`config.mk`:
```
export PLATFORM = sky130hd
export DESIGN_NAME = mod_const_mul_seq
export DESIGN_NICKNAME = d
export VERILOG_FILES = /design/src/rtl/mod_calc_pkg.sv /design/src/rtl/mod_dbl_add.sv /design/src/rtl/mod_const_mul_seq.sv
export SDC_FILE = /design/constraint.sdc
export NUM_CORES = 1
export LEC_CHECK = 0
export CAP_MARGIN = 25
export CORE_MARGIN = 2
export CORE_UTILIZATION = 46
export DETAILED_ROUTE_END_ITERATION = 6
export PLACE_DENSITY = 0.76
export SYNTH_ARGS = -nofsm -noshare
export SYNTH_HDL_FRONTEND = slang
export SYNTH_SLANG_ARGS = --single-unit
```
`constraint.sdc`:
```
create_clock -name clk -period 3.99 [get_ports clk]
set_clock_uncertainty 0.05 [all_clocks]
set_input_delay 0.5985 -clock clk [delete_from_list [all_inputs] [get_ports clk]]
set_output_delay 0.5985 -clock clk [all_outputs]
set_load 0.1 [all_outputs]
```
`src/rtl/mod_calc_pkg.sv`:
```
// ---------------------------------------------------------------------------
// mod_calc_pkg
// Shared definitions for the modular-calc residue blocks.
//   state_t       : FSM state encoding used by the sequential multipliers
//   res_width()   : residue width needed to hold 0..mod-1
//   const_reduce(): reduces a constant multiplier into the residue range
// ---------------------------------------------------------------------------
package mod_calc_pkg;

    typedef enum logic [1:0] {
        IDLE = 2'd0,
        BUSY = 2'd1,
        DONE = 2'd2
    } state_t;

    // Number of bits needed to represent every residue 0..mod-1.
    function automatic int res_width(input int mod);
        return $clog2(mod);
    endfunction

    // K = mult mod mod; a zero modulus is rejected by the instantiating
    // block, so it only has to avoid a divide-by-zero here.
    function automatic int const_reduce(input int mult, input int mod);
        return (mod > 0) ? (mult % mod) : 0;
    endfunction

endpackage

```
`src/rtl/mod_dbl_add.sv`:
```
// ---------------------------------------------------------------------------
// mod_dbl_add
// Combinational residue step: sum = (2*acc + b*K) mod MOD.
// Two conditional subtractions are enough because acc < MOD and K < MOD,
// so every intermediate stays below 2*MOD and fits in RES_W+1 bits.
// Ports:
//   acc  in  RES_W  current accumulator, 0..MOD-1
//   b    in  1      operand bit for this step
//   sum  out RES_W  next accumulator, 0..MOD-1
// ---------------------------------------------------------------------------
module mod_dbl_add #(
    parameter int MOD   = 53,
    parameter int K     = 37,
    parameter int RES_W = 6
) (
    input  logic [RES_W-1:0] acc,
    input  logic             b,
    output logic [RES_W-1:0] sum
);

    localparam logic [RES_W:0] MOD_V = (RES_W+1)'(MOD);
    localparam logic [RES_W:0] K_V   = (RES_W+1)'(K);

    logic [RES_W:0] dbl;
    logic [RES_W:0] dbl_r;
    logic [RES_W:0] sum_t;

    // Double, fold back once, conditionally add K, fold back once more.
    always_comb begin
        dbl   = {acc, 1'b0};
        dbl_r = (dbl >= MOD_V) ? (dbl - MOD_V) : dbl;
        sum_t = dbl_r + (b ? K_V : '0);
        sum   = RES_W'((sum_t >= MOD_V) ? (sum_t - MOD_V) : sum_t);
    end

endmodule

```
`src/rtl/mod_const_mul_seq.sv`:
```
// ---------------------------------------------------------------------------
// mod_const_mul_seq
// Sequential residue constant multiplier: z = (x * MULT) mod MOD, one
// operand bit per cycle, MSB first (Horner: acc = 2*acc + b*K mod MOD).
// Operands wider than the modulus are handled exactly; no pre-reduction.
//
// Ports:
//   clk        in   1      clock, rising edge
//   rst        in   1      asynchronous active-high reset
//   in_valid   in   1      operand present
//   in_ready   out  1      idle, able to accept
//   in_x       in   IN_W   unsigned operand
//   out_valid  out  1      result present
//   out_ready  in   1      downstream accepts result
//   out_z      out  RES_W  result, 0..MOD-1
//   busy       out  1      high while in the BUSY state
//
// Optional feature macro: MODMUL_SKIP_LZ_EN
//   When defined, leading zero bits of the operand are skipped: the bit
//   counter starts at the index of the highest set bit (0 for x = 0).
//   Results are identical; only the latency changes.
// ---------------------------------------------------------------------------
module mod_const_mul_seq
    import mod_calc_pkg::*;
#(
    parameter int IN_W  = 9,
    parameter int MOD   = 53,
    parameter int MULT  = 37,
    localparam int RES_W = res_width(MOD)
) (
    input  logic             clk,
    input  logic             rst,
    input  logic             in_valid,
    output logic             in_ready,
    input  logic [IN_W-1:0]  in_x,
    output logic             out_valid,
    input  logic             out_ready,
    output logic [RES_W-1:0] out_z,
    output logic             busy
);

    localparam int K     = const_reduce(MULT, MOD);
    localparam int CNT_W = (IN_W > 1) ? $clog2(IN_W) : 1;
    localparam logic [CNT_W-1:0] TOP_IDX = CNT_W'(IN_W - 1);

    if (MOD < 2) begin : g_bad_mod
        $error("mod_const_mul_seq: MOD must be >= 2");
    end

    state_t            state;
    logic [IN_W-1:0]   shreg;
    logic [CNT_W-1:0]  cnt;
    logic [RES_W-1:0]  acc;
    logic [RES_W-1:0]  acc_next;
    logic [RES_W-1:0]  z_q;
    logic [CNT_W-1:0]  start_cnt;
    logic [IN_W-1:0]   start_sh;

    // The step logic always consumes the top of the shift register, so the
    // operand is MSB-aligned on load and shifted left once per BUSY cycle.
    mod_dbl_add #(
        .MOD   (MOD),
        .K     (K),
        .RES_W (RES_W)
    ) u_step (
        .acc (acc),
        .b   (shreg[IN_W-1]),
        .sum (acc_next)
    );

`ifdef MODMUL_SKIP_LZ_EN
    // Priority encoder: index of the highest set bit, 0 when in_x is zero.
    always_comb begin
        start_cnt = '0;
        for (int i = 0; i < IN_W; i++) begin
            if (in_x[i]) begin
                start_cnt = i[CNT_W-1:0];
            end
        end
    end

    // Shift the leading zeros out so the first processed bit is the top one.
    assign start_sh = in_x << (TOP_IDX - start_cnt);
`else
    assign start_cnt = TOP_IDX;
    assign start_sh  = in_x;
`endif

    // Control FSM together with the datapath registers. The final step
    // result is copied into z_q so out_z stays stable through backpressure
    // and is only cleared by reset.
    always_ff @(posedge clk or posedge rst) begin
        if (rst) begin
            state <= IDLE;
            shreg <= '0;
            cnt   <= '0;
            acc   <= '0;
            z_q   <= '0;
        end else begin
            case (state)
                IDLE: begin
                    if (in_valid) begin
                        shreg <= start_sh;
                        cnt   <= start_cnt;
                        acc   <= '0;
                        state <= BUSY;
                    end
                end
                BUSY: begin
                    acc   <= acc_next;
                    shreg <= shreg << 1;
                    if (cnt == '0) begin
                        z_q   <= acc_next;
                        state <= DONE;
                    end else begin
                        cnt <= cnt - CNT_W'(1);
                    end
                end
                DONE: begin
                    if (out_ready) begin
                        state <= IDLE;
                    end
                end
                default: state <= IDLE;
            endcase
        end
    end

    // Handshake flags come straight from the registered state, so there is
    // no combinational path from in_valid or out_ready to them.
    assign in_ready  = (state == IDLE);
    assign out_valid = (state == DONE);
    assign busy      = (state == BUSY);
    assign out_z     = z_q;

endmodule

```
==> impl_metrics.prom, run 1 <==
# TYPE chip_impl_metric gauge
chip_impl_metric{name="final-max-slew-violation-count",unit=""} 0
chip_impl_metric{name="worst_skew_pair.late_latency",unit="ns"} 0.27
chip_impl_metric{name="syn_std_cell_area",unit="mm2"} 0.00207
chip_impl_metric{name="final_layout_size_suffix_gt1_share",unit="%"} 12.0
chip_impl_metric{name="syn-num-nets",unit=""} 257
chip_impl_metric{name="slew_headroom",unit="%"} 34.7
chip_impl_metric{name="synth.lib_cells_used.distinct",unit=""} 62
chip_impl_metric{name="highest_achievable_clock_rate",unit="MHz"} 263
chip_impl_info{name="clock_tree_from_tritoncts",value="built"} 1
chip_impl_metric{name="antenna_cells_inserted",unit=""} 0
chip_impl_metric{name="setup_viol",unit=""} 0
chip_impl_metric{name="die_area",unit="mm2"} 0.00506
chip_impl_info{name="crit_path_top_delay_cell",value="dfrtp_1"} 1
chip_impl_info{name="ranking_of_synthesized_cells_by_area",value="dfrtp_1 33%, ha_1 4.8%, mux2i_1 4.3%"} 1
chip_impl_metric{name="placeable_core_region",unit="mm2"} 0.00435
chip_impl_metric{name="fin_setup_tns",unit="ns"} 0
chip_impl_metric{name="residual_drc_count",unit=""} 0
chip_impl_metric{name="fin_worst_hold_slack",unit="ns"} 0.436
chip_impl_metric{name="vias",unit=""} 1959
chip_impl_metric{name="drt_iter0_markers",unit=""} 166
chip_impl_metric{name="synth_seq_area_share",unit="%"} 32.6
chip_impl_metric{name="pin_count",unit=""} 22
chip_impl_metric{name="num_rows",unit=""} 24
chip_impl_metric{name="area_growth",unit="%"} 16.8
chip_impl_metric{name="yosys_register_bits",unit=""} 27
chip_impl_info{name="worstHoldPathType",value="reg -> reg"} 1
chip_impl_metric{name="crit_share_post_route",unit="%"} 95.3
chip_impl_metric{name="final_cell_count_no_fill",unit=""} 310
chip_impl_info{name="yosysTopAreaCell",value="dfrtp_1"} 1
chip_impl_metric{name="cts_inserted_buffers",unit=""} 3
chip_impl_metric{name="synth-warning-count",unit=""} 0
chip_impl_metric{name="floorplan.die.width",unit="um"} 71.1
chip_impl_metric{name="dieHeight",unit="um"} 71.1
chip_impl_info{name="yosys_most_used_dff",value="dfrtp_1"} 1
chip_impl_metric{name="globalRoute.totalOverflow",unit=""} 0
chip_impl_metric{name="design.final.nets",unit=""} 280
chip_impl_metric{name="synth_top_area_share",unit="%"} 32.6
chip_impl_metric{name="drt-vias-per-instance",unit=""} 6.32
chip_impl_info{name="worstPathCellList",value="ha_1 -> o211a_4 -> or3_4 -> and2_4 -> ha_1 -> inv_1 -> ha_1 -> nor3_1 -> or2_2 -> and3_1 -> o32ai_1 -> o21ai_2 -> a32oi_2 -> o21ai_1"} 1
chip_impl_info{name="status",value="completed"} 1
chip_impl_metric{name="cts-root-to-sink-buffers",unit=""} 2
chip_impl_info{name="timing.critical_path.to_type",value="register"} 1
chip_impl_metric{name="finalHoldViolations",unit=""} 0
chip_impl_info{name="rsz_0062_raised_after_global_routing",value="no"} 1
chip_impl_metric{name="drt.antenna.violating_nets",unit=""} 0
chip_impl_metric{name="start_util",unit="%"} 47.6
chip_impl_info{name="critical_path.startpoint_type",value="register"} 1
chip_impl_metric{name="cts_repair_resize_count",unit=""} 0
chip_impl_metric{name="asyncSetResetFlopFracSynth",unit="%"} 100
chip_impl_metric{name="htreeDepth",unit=""} 1
chip_impl_info{name="crit_top_cell",value="ha_1"} 1
chip_impl_metric{name="tritoncts_num_sinks",unit=""} 27
chip_impl_metric{name="port_buffers",unit=""} 21
chip_impl_info{name="critical_path_class",value="reg -> reg"} 1
chip_impl_metric{name="wl_per_cell",unit="um"} 16.6
chip_impl_metric{name="synth_enable_flop_cells",unit=""} 0
chip_impl_metric{name="total_global_route_track_usage",unit="%"} 21.2
chip_impl_metric{name="synthesis.instances",unit=""} 236
chip_impl_metric{name="worst_pin_slew",unit="ns"} 0.976
chip_impl_metric{name="grt_max_degree",unit=""} 28
chip_impl_metric{name="drt_pre_antenna_iters",unit=""} 5
chip_impl_metric{name="cts_hold_buf",unit=""} 0
chip_impl_metric{name="first_pass_grt_wire_length",unit="um"} 8770
chip_impl_info{name="synth_top_cells_by_count",value="27 x dfrtp_1, 22 x nand2_1, 17 x o21ai_0, 14 x a21oi_1"} 1
chip_impl_metric{name="gp_congestion",unit=""} 0.984
chip_impl_metric{name="finalWirelength",unit="um"} 5150
chip_impl_metric{name="hpwlAfterDp",unit="um"} 3840
chip_impl_metric{name="cpPeakStageDelay",unit="ns"} 0.42
chip_impl_metric{name="first_global_vias",unit=""} 1795
chip_impl_info{name="clk_root_buffer_cell",value="clkbuf_8"} 1
chip_impl_metric{name="synth_area_per_cell",unit="um2"} 8.78
chip_impl_info{name="yosys.cell_count.top_type",value="dfrtp_1"} 1
chip_impl_metric{name="cts.clk_slew.worst_paths",unit="ns"} 0.09
chip_impl_metric{name="cp_data_required_time",unit="ns"} 4.08
chip_impl_metric{name="number_of_max_cap_violations",unit=""} 0
chip_impl_metric{name="worstPathMaxFanout",unit=""} 8
chip_impl_metric{name="timing.final.crit_period",unit="ns"} 3.80
chip_impl_metric{name="grt_antenna_before_repair",unit=""} 0
chip_impl_metric{name="post_cts.repair.setup_buffers",unit=""} 0
chip_impl_metric{name="place_inst",unit=""} 305
chip_impl_metric{name="timing.critical_path.arrival",unit="ns"} 3.89
[layer usage]
metal / global-route usage [%] / up-vias / part of all wire, %
met2: 32.7 / 93 / 46
met5: 0 / - / 0
li1: - / 938 / -
met1: 32.5 / 922 / 46
met4: 2.94 / 0 / 0.91
met3: 3.13 / 6 / 7.4
[cells by family (layout without fill, tap and decap cells)]
logic type / Yosys count / in the layout / share of synthesized area, %
AO/OA/AOI/OAI: 83 / 83 / 30.2
AND/OR/NAND/NOR: 80 / 80 / 20.2
flip-flops: 27 / 27 / 32.6
buffers and inverters: 22 / 44 / 4.65
multiplexers: 11 / 11 / 5.43
adder cells (fa/ha/maj): 8 / 8 / 4.83
XOR/XNOR: 5 / 5 / 2.11
[flip-flops by register name (all words and copies together) (netlist names)]
signal  flops
acc         6
cnt         4
out_z       6
shreg       9
state       2
[area by class of cell]
class / instances / area, um2
Fill cell: 391 / 1930
Multi-Input combinational cell: 187 / 1310
Sequential cell: 27 / 676
Timing Repair Buffer: 28 / 280
Tap cell: 52 / 65.1
Inverter: 12 / 45.0
Clock buffer: 3 / 41.3
Clock inverter: 1 / 5.00
[cell usage in the layout, fill, tap and decap left out, types with 2 or more instances in the layout]
master / n
a211oi_1: 2
a21o_1: 3
a32oi_1: 3
a21oi_1: 14
or2_2: 3
nor3_1: 6
nand4_1: 8
o32ai_1: 4
o31ai_1: 3
clkbuf_8: 3
o21ai_1: 5
and3_1: 2
o21ai_0: 17
dfrtp_1: 27
nand4b_1: 2
nand2b_1: 7
nor2b_1: 2
mux2i_1: 9
o2111ai_1: 2
mux2_2: 2
nand2_1: 22
xnor2_1: 3
inv_1: 11
o211ai_1: 4
o221ai_1: 2
a31oi_1: 3
buf_4: 7
nand3_1: 8
clkdlybuf4s50_1: 20
ha_1: 8
nor4_1: 3
nor2_1: 11
[stage by stage]
stage / setup slack [ns] / instance area [um2] / utilization (%)
finish: 0.189 / 2420 / 55.6
global route: 0.0168 / 2420 / 55.6
CTS: 0.219 / 2380 / 54.8
detailed placement: 0.253 / 2340 / 53.7
global placement: 0.310 / 2340 / 53.7
floorplan: 0.496 / 2070 / -
[worst max-delay path: cells and delay by family (launching register included)]
| family | cells | cell delay, ns |
|---|---|---|
| flip-flops | 1 | 0.42 |
| adder cells (fa/ha/maj) | 3 | 0.81 |
| AND/OR/NAND/NOR | 5 | 1.09 |
| buffers and inverters | 1 | 0.13 |
| AO/OA/AOI/OAI | 5 | 1.17 |
[worst paths after layout]
path / start / end / slack (ns) / cells past startpoint
setup / recovery: acc[1] / acc[4] / 0.19 / 14
hold / removal: shreg[6] / shreg[6] / 0.44 / 2
setup reg to reg: acc[1] / acc[4] / 0.19 / 14
hold reg to reg: shreg[6] / shreg[6] / 0.44 / 2
max in group asynchronous: rst / shreg[7] / 3.04 / 3
min in group asynchronous: rst / shreg[3] / 0.48 / 2
Power of run 1 is left out: the tool's default activity adds up to more than one toggle a clock period on the data nets, which glitch-free logic cannot reach.
==> run 2: changes to the inputs <==
--- a/config.mk
+++ b/config.mk
@@ -9,6 +9,7 @@
 export CORE_MARGIN = 2
 export CORE_UTILIZATION = 46
 export DETAILED_ROUTE_END_ITERATION = 6
+export HOLD_SLACK_MARGIN = 0.06
 export PLACE_DENSITY = 0.76
 export SYNTH_ARGS = -nofsm -noshare
 export SYNTH_HDL_FRONTEND = slang
==> constraint.sdc (replaced) <==
create_clock -name clk -period 4.61 [get_ports clk]
set_clock_uncertainty 0.05 [all_clocks]
set_input_delay 0.6915 -clock clk [delete_from_list [all_inputs] [get_ports clk]]
set_output_delay 0.6915 -clock clk [all_outputs]
set_load 0.1 [all_outputs]
==> run 2 against run 1 <==
Worst setup slack better by 0.49 ns; critical path depth is 2 lower; final area is 1.5% lower; worst hold slack better by 0.00091 ns; highest routed layer unchanged; routed wire length is 0.21% lower; sequential share of layout area is 0.42 points higher; largest cell class unchanged; critical path type unchanged; register-to-register slack better by 0.49 ns; cell count is 1.3% lower; utilization is 0.83 points lower; critical endpoint is now out_z[0].
==> impl_metrics.prom, run 2 (synthesized netlist as in run 1, its figures left out) <==
# TYPE chip_impl_metric gauge
chip_impl_metric{name="highest_achievable_clock_rate",unit="MHz"} 254
chip_impl_metric{name="timing.final.crit_period",unit="ns"} 3.93
chip_impl_info{name="mostFrequentLayoutCells",value="27 x dfrtp_1, 22 x nand2_1, 21 x clkdlybuf4s50_1"} 1
chip_impl_metric{name="globalRoute.totalOverflow",unit=""} 0
chip_impl_metric{name="ff_latch_area",unit="um2"} 676
chip_impl_metric{name="multi_input_area",unit="mm2"} 0.00130
chip_impl_metric{name="fin_setup_tns",unit="ns"} 0
chip_impl_metric{name="grt_use_met1",unit="%"} 30.0
chip_impl_metric{name="wl_per_cell",unit="um"} 16.8
chip_impl_info{name="clock_tree_from_tritoncts",value="built"} 1
chip_impl_metric{name="port_buffers",unit=""} 21
chip_impl_metric{name="crit_share_post_route",unit="%"} 85.3
chip_impl_info{name="crit_top_cell",value="ha_1"} 1
chip_impl_metric{name="buffers_and_inverters_on_the_worst_path",unit=""} 0
chip_impl_info{name="critical_path.startpoint_type",value="register"} 1
chip_impl_info{name="worstHoldPathType",value="reg -> reg"} 1
chip_impl_metric{name="drt-vias-per-instance",unit=""} 6.33
chip_impl_metric{name="place_ws",unit="ns"} 0.784
chip_impl_metric{name="floorplan.die.width",unit="um"} 71.1
chip_impl_metric{name="timing.critical_path.arrival",unit="ns"} 4.06
chip_impl_metric{name="design.final.nets",unit=""} 276
chip_impl_metric{name="die_area",unit="mm2"} 0.00506
chip_impl_info{name="rsz_0062_raised_after_global_routing",value="no"} 1
chip_impl_info{name="crit_path_top_delay_cell",value="dfrtp_1"} 1
chip_impl_metric{name="vias",unit=""} 1937
chip_impl_metric{name="htreeDepth",unit=""} 1
chip_impl_metric{name="hpwlAfterDp",unit="um"} 3720
chip_impl_metric{name="final_layout_size_suffix_gt1_share",unit="%"} 9.45
chip_impl_metric{name="post_cts.repair.setup_buffers",unit=""} 0
chip_impl_metric{name="largest_register_ff_count",unit=""} 9
chip_impl_metric{name="dieHeight",unit="um"} 71.1
chip_impl_metric{name="worst_skew_pair.late_latency",unit="ns"} 0.27
chip_impl_info{name="family_of_cells_with_the_greatest_summed_delay_on_the_critical_path",value="compound AO/OA/AOI/OAI gates"} 1
chip_impl_info{name="registers.top_by_ff_count",value="shreg"} 1
chip_impl_metric{name="cts_repair_resize_count",unit=""} 0
chip_impl_metric{name="grt_antenna_before_repair",unit=""} 0
chip_impl_info{name="timing.critical_path.to_type",value="register"} 1
chip_impl_info{name="worstSetupStartpoint",value="acc[0]"} 1
chip_impl_metric{name="num_rows",unit=""} 24
chip_impl_metric{name="cts-root-to-sink-buffers",unit=""} 2
chip_impl_metric{name="slew_headroom",unit="%"} 34.7
chip_impl_metric{name="use_met2",unit="%"} 31.3
chip_impl_metric{name="cts_inserted_buffers",unit=""} 3
chip_impl_info{name="mostFrequentLayoutCell",value="dfrtp_1"} 1
chip_impl_metric{name="cts.clk_slew.worst_paths",unit="ns"} 0.08
chip_impl_metric{name="drt.antenna.violating_nets",unit=""} 0
chip_impl_metric{name="placeable_core_region",unit="mm2"} 0.00435
chip_impl_metric{name="number_of_max_cap_violations",unit=""} 0
chip_impl_metric{name="gp_congestion",unit=""} 0.979
chip_impl_metric{name="drt_pre_antenna_iters",unit=""} 4
chip_impl_metric{name="n_fill_cell",unit=""} 367
chip_impl_info{name="status",value="completed"} 1
chip_impl_info{name="worstPathCellList",value="ha_1 -> o211a_4 -> or2_2 -> mux2_2 -> ha_1 -> a21o_1 -> o221a_2 -> a41oi_1 -> xor2_1 -> o31a_2 -> a21oi_1 -> o31ai_1"} 1
chip_impl_metric{name="setup_viol",unit=""} 0
chip_impl_metric{name="total_global_route_track_usage",unit="%"} 20.1
chip_impl_metric{name="finalHoldViolations",unit=""} 0
chip_impl_metric{name="antenna_cells_inserted",unit=""} 0
chip_impl_info{name="clk_root_buffer_cell",value="clkbuf_8"} 1
chip_impl_info{name="grt-busiest-layer",value="met2"} 1
chip_impl_info{name="min_from",value="shreg[5]"} 1
chip_impl_metric{name="final-max-slew-violation-count",unit=""} 0
chip_impl_metric{name="finalWirelength",unit="um"} 5140
chip_impl_metric{name="met3_grt_util",unit="%"} 3.28
chip_impl_metric{name="first_global_vias",unit=""} 1705
chip_impl_metric{name="drt_iter0_markers",unit=""} 254
chip_impl_metric{name="tritoncts_num_sinks",unit=""} 27
chip_impl_metric{name="worstPathMaxFanout",unit=""} 8
chip_impl_metric{name="first_pass_grt_wire_length",unit="um"} 8200
chip_impl_metric{name="grt_max_degree",unit=""} 28
chip_impl_info{name="critical_path_class",value="reg -> reg"} 1
chip_impl_metric{name="worst_pin_slew",unit="ns"} 0.977
chip_impl_info{name="r2r_start",value="acc[0]"} 1
chip_impl_metric{name="finalWorstSetupSlack",unit="ns"} 0.679
chip_impl_metric{name="cp_data_required_time",unit="ns"} 4.74
chip_impl_metric{name="cts_hold_buf",unit=""} 0
chip_impl_metric{name="cpPeakStageDelay",unit="ns"} 0.47
chip_impl_metric{name="start_util",unit="%"} 47.6
chip_impl_metric{name="area_growth",unit="%"} 15.0
chip_impl_metric{name="residual_drc_count",unit=""} 0
chip_impl_metric{name="pin_count",unit=""} 22
==> run 2: metal layers <==
metal / up-vias / wire, um
li1: 938 / -
met1: 903 / 2380
met2: 91 / 2310
met3: 5 / 419
met4: 0 / 31
met5: - / 0
==> run 2: layout make-up <==
cell class              count  share of cell area, %
well taps                  52                   2.73
repair buffers             24                   10.6
multi-input cells         187                   54.5
flip-flops and latches     27                   28.3
clock buffers               4                   1.89
inverters                  12                   1.89
==> run 2: stage by stage <==
| step | instances | hold slack [ns] | utilization, % | instance area, um2 |
|---|---|---|---|---|
| 2_1_floorplan | 236 | 0.399 | - | 2070 |
| 5_1_grt | 306 | 0.468 | 54.7 | 2380 |
| 6_report | 306 | 0.436 | 54.7 | 2380 |
| 4_1_cts | 305 | 0.441 | 54.1 | 2360 |
| 3_5_place_dp | 301 | 0.421 | 53.1 | 2310 |
| 3_3_place_gp | 301 | 0.412 | 53.1 | 2310 |
==> run 2: worst register-to-register path, stage by stage (launching register included) <==
cell,delay [ns]
dfrtp_1,0.47
ha_1,0.30
o211a_4,0.28
or2_2,0.30
mux2_2,0.28
ha_1,0.38
a21o_1,0.27
o221a_2,0.16
a41oi_1,0.28
xor2_1,0.40
o31a_2,0.32
a21oi_1,0.12
o31ai_1,0.24
==> run 2: path summary, 6_finish.rpt <==
| kind | to | slack, ns | cells after the start |
|---|---|---|---|
| min in group asynchronous | state[1] | 0.61 | 2 |
| worst min-delay path | shreg[5] | 0.44 | 2 |
| max in group asynchronous | shreg[1] | 3.49 | 3 |
| worst max register to register | out_z[0] | 0.68 | 12 |
| worst max-delay path | out_z[0] | 0.68 | 12 |
| worst min register to register | shreg[5] | 0.44 | 2 |
Power of run 2 is left out for the same reason.
==> run 3: changes to the inputs <==
--- a/config.mk
+++ b/config.mk
@@ -5,12 +5,12 @@
 export SDC_FILE = /design/constraint.sdc
 export NUM_CORES = 1
 export LEC_CHECK = 0
-export CAP_MARGIN = 25
+export ABC_AREA = 1
 export CORE_MARGIN = 2
 export CORE_UTILIZATION = 46
 export DETAILED_ROUTE_END_ITERATION = 6
 export HOLD_SLACK_MARGIN = 0.06
-export PLACE_DENSITY = 0.76
+export PLACE_DENSITY = 0.77
 export SYNTH_ARGS = -nofsm -noshare
 export SYNTH_HDL_FRONTEND = slang
 export SYNTH_SLANG_ARGS = --single-unit
==> run 3 against run 2 <==
First-iteration DRC count down 76%; flip-flop and latch count unchanged; fmax up 41%; worst setup slack better by 1.1 ns; global-route usage down 2.9 points; synthesized cell count up 1.3%; sequential share of layout area up 4.3 points; area after synthesis down 15%; die area down 14%; routed wire length down 38%; non-clock buffer count down 2; cell count up 1.3%; critical path type unchanged.
==> impl_metrics.prom, run 3 <==
# TYPE chip_impl_metric gauge
chip_impl_metric{name="die_area",unit="mm2"} 0.00434
chip_impl_metric{name="largest_register_ff_count",unit=""} 9
chip_impl_info{name="critical_path.startpoint_type",value="register"} 1
chip_impl_metric{name="total_global_route_track_usage",unit="%"} 17.2
chip_impl_metric{name="post_synth_xor_area_fraction",unit="%"} 4.05
chip_impl_metric{name="multi_input_area",unit="um2"} 921
chip_impl_metric{name="synth.mux.area_fraction",unit="%"} 0
chip_impl_metric{name="globalRoute.totalOverflow",unit=""} 0
chip_impl_metric{name="start_util",unit="%"} 48.1
chip_impl_info{name="yosysTopAreaCell",value="dfrtp_1"} 1
chip_impl_metric{name="area_growth",unit="%"} 17.5
chip_impl_info{name="crit_path_top_delay_cell",value="dfrtp_1"} 1
chip_impl_metric{name="vias",unit=""} 1483
chip_impl_info{name="yosys.cell_count.top_type",value="nand2_1"} 1
chip_impl_metric{name="drt-vias-per-instance",unit=""} 4.78
chip_impl_info{name="mostFrequentLayoutCells",value="85 x nand2_1, 36 x inv_1, 27 x dfrtp_1"} 1
chip_impl_metric{name="dieHeight",unit="um"} 65.9
chip_impl_metric{name="yosys_register_bits",unit=""} 27
chip_impl_metric{name="finalWorstSetupSlack",unit="ns"} 1.82
chip_impl_metric{name="asyncSetResetFlopFracSynth",unit="%"} 100
chip_impl_metric{name="synthSimpleGateAreaFrac",unit="%"} 33.2
chip_impl_metric{name="n_fill_cell",unit=""} 336
chip_impl_metric{name="synth.lib_cells_used.distinct",unit=""} 25
chip_impl_metric{name="timing.critical_path.arrival",unit="ns"} 2.94
chip_impl_metric{name="pin_count",unit=""} 22
chip_impl_info{name="rsz_0062_raised_after_global_routing",value="no"} 1
chip_impl_metric{name="number_of_max_cap_violations",unit=""} 0
chip_impl_metric{name="synth_top_area_share",unit="%"} 38.4
chip_impl_metric{name="cts_hold_buf",unit=""} 0
chip_impl_metric{name="worstPathMaxFanout",unit=""} 6
chip_impl_metric{name="syn_std_cell_area",unit="mm2"} 0.00176
chip_impl_metric{name="cts.clk_slew.worst_paths",unit="ns"} 0.09
chip_impl_metric{name="cts-root-to-sink-buffers",unit=""} 2
chip_impl_metric{name="num_rows",unit=""} 22
chip_impl_metric{name="first_global_vias",unit=""} 1438
chip_impl_info{name="registers.top_by_ff_count",value="shreg"} 1
chip_impl_info{name="clock_tree_from_tritoncts",value="built"} 1
chip_impl_metric{name="crit_share_post_route",unit="%"} 60.6
chip_impl_metric{name="first_pass_grt_wire_length",unit="um"} 5950
chip_impl_metric{name="design.final.nets",unit=""} 284
chip_impl_metric{name="tritoncts_num_sinks",unit=""} 27
chip_impl_metric{name="cts_repair_resize_count",unit=""} 0
chip_impl_metric{name="cpPeakStageDelay",unit="ns"} 0.42
chip_impl_metric{name="port_buffers",unit=""} 21
chip_impl_metric{name="yosys.area_share.adder",unit="%"} 5.69
chip_impl_metric{name="syn-num-nets",unit=""} 260
chip_impl_metric{name="synthesis.instances",unit=""} 239
chip_impl_metric{name="worst_skew_pair.late_latency",unit="ns"} 0.26
chip_impl_info{name="largest_family_of_logic_cells_by_synthesized_area",value="simple AND/OR/NAND/NOR gates"} 1
chip_impl_metric{name="buffers_and_inverters_on_the_worst_path",unit=""} 1
chip_impl_info{name="yosys_most_used_dff",value="dfrtp_1"} 1
chip_impl_metric{name="finalWirelength",unit="um"} 3190
chip_impl_info{name="clk_root_buffer_cell",value="clkbuf_8"} 1
chip_impl_metric{name="timing.final.crit_period",unit="ns"} 2.79
chip_impl_info{name="synth_top_cells_by_count",value="85 x nand2_1, 36 x inv_1, 27 x dfrtp_1, 21 x nand3_1, 13 x o21ai_0"} 1
chip_impl_metric{name="setup_viol",unit=""} 0
chip_impl_metric{name="fraction_of_the_mapped_netlist_area_in_compound_gates",unit="%"} 9.38
chip_impl_metric{name="gp_congestion",unit=""} 0.835
chip_impl_metric{name="ff_latch_area",unit="um2"} 676
chip_impl_metric{name="finalHoldViolations",unit=""} 0
chip_impl_metric{name="synth_enable_flop_cells",unit=""} 0
chip_impl_metric{name="slew_headroom",unit="%"} 35.3
chip_impl_metric{name="wl_per_cell",unit="um"} 10.3
chip_impl_metric{name="highest_achievable_clock_rate",unit="MHz"} 358
chip_impl_metric{name="cp_data_required_time",unit="ns"} 4.76
chip_impl_metric{name="place_ws",unit="ns"} 1.84
chip_impl_metric{name="drt_iter0_markers",unit=""} 60
chip_impl_metric{name="floorplan.die.width",unit="um"} 65.9
chip_impl_metric{name="final_cell_count_no_fill",unit=""} 310
chip_impl_info{name="crit_top_cell",value="nand2_1"} 1
chip_impl_metric{name="post_cts.repair.setup_buffers",unit=""} 0
chip_impl_info{name="worstHoldPathType",value="reg -> reg"} 1
chip_impl_metric{name="hpwlAfterDp",unit="um"} 2590
chip_impl_metric{name="synth_seq_area_share",unit="%"} 38.4
chip_impl_metric{name="cts_inserted_buffers",unit=""} 3
chip_impl_info{name="timing.critical_path.to_type",value="register"} 1
chip_impl_metric{name="drt_pre_antenna_iters",unit=""} 4
chip_impl_metric{name="place_inst",unit=""} 306
chip_impl_metric{name="antenna_cells_inserted",unit=""} 0
chip_impl_metric{name="final-max-slew-violation-count",unit=""} 0
chip_impl_metric{name="drt.antenna.violating_nets",unit=""} 0
chip_impl_info{name="ranking_of_synthesized_cells_by_area",value="dfrtp_1 38%, nand2_1 18%, inv_1 7.7%"} 1
chip_impl_metric{name="grt_max_degree",unit=""} 28
chip_impl_info{name="family_of_cells_with_the_greatest_summed_delay_on_the_critical_path",value="simple AND/OR/NAND/NOR gates"} 1
chip_impl_metric{name="final_layout_size_suffix_gt1_share",unit="%"} 8.78
chip_impl_metric{name="worst_pin_slew",unit="ns"} 0.968
chip_impl_metric{name="synth-warning-count",unit=""} 0
chip_impl_info{name="critical_path_class",value="reg -> reg"} 1
chip_impl_info{name="worstPathCellList",value="ha_1 -> inv_1 -> nand2_4 -> nand2_4 -> nand2_4 -> nand2_1 -> nand2_1 -> ha_1 -> xor2_1 -> o21ai_0 -> nand3_1 -> nand3_4 -> nand2_4 -> nand2_1 -> nand2_1 -> nand2_1 -> nand2_1"} 1
chip_impl_info{name="mostFrequentLayoutCell",value="nand2_1"} 1
chip_impl_metric{name="placeable_core_region",unit="mm2"} 0.00366
chip_impl_metric{name="synth_area_per_cell",unit="um2"} 7.37
chip_impl_metric{name="fin_setup_tns",unit="ns"} 0
chip_impl_metric{name="grt_antenna_before_repair",unit=""} 0
chip_impl_info{name="status",value="completed"} 1
chip_impl_metric{name="final_core_util",unit="%"} 56.5
chip_impl_metric{name="htreeDepth",unit=""} 1
chip_impl_metric{name="residual_drc_count",unit=""} 0
==> run 3: final cells by class <==
| class | instances | share of cell area (%) |
|---|---|---|
| inverter | 40 | 7.32 |
| multi-input combinational | 169 | 44.5 |
| tap | 48 | 2.90 |
| sequential | 27 | 32.7 |
| clock buffer | 4 | 2.18 |
| timing repair buffer | 22 | 10.4 |
==> run 3: through the flow <==
step | hold slack, ns | cell area, um2
4_1_cts | 0.416 | 2070
2_1_floorplan | 0.382 | 1760
5_1_grt | 0.427 | 2070
3_5_place_dp | 0.404 | 2020
6_report | 0.411 | 2070
3_3_place_gp | 0.398 | 2020
==> run 3: logic make-up (layout without fill, tap and decap cells) <==
logic type | Yosys count | after routing
and+or+nand+nor | 129 | 129
buffers and inverters | 43 | 66
DFF | 27 | 27
AOI/OAI and AO/OA | 26 | 26
adders and majority gates | 8 | 8
xor gates and xnor gates | 6 | 6
==> run 3: per-layer routing <==
metal | part of all wire, % | GRT usage, % | wire length [um]
met1 | 49 | 23.3 | 1570
met2 | 47 | 29.2 | 1500
met3 | 2.2 | 1.53 | 69
met4 | 1.4 | 4.95 | 44
met5 | 0 | 0 | 0
==> run 3: worst paths after layout <==
path | depth (start not counted) | slack, ns | from | endpoint
min in group asynchronous | 2 | 0.89 | rst | state[0]
worst max-delay path | 17 | 1.82 | acc[0] | acc[2]
worst min register to register | 1 | 0.41 | cnt[2] | cnt[2]
worst max register to register | 17 | 1.82 | acc[0] | acc[2]
worst min-delay path | 1 | 0.41 | cnt[2] | cnt[2]
max in group asynchronous | 2 | 3.04 | rst | acc[2]
Power of run 3 is left out for the same reason.
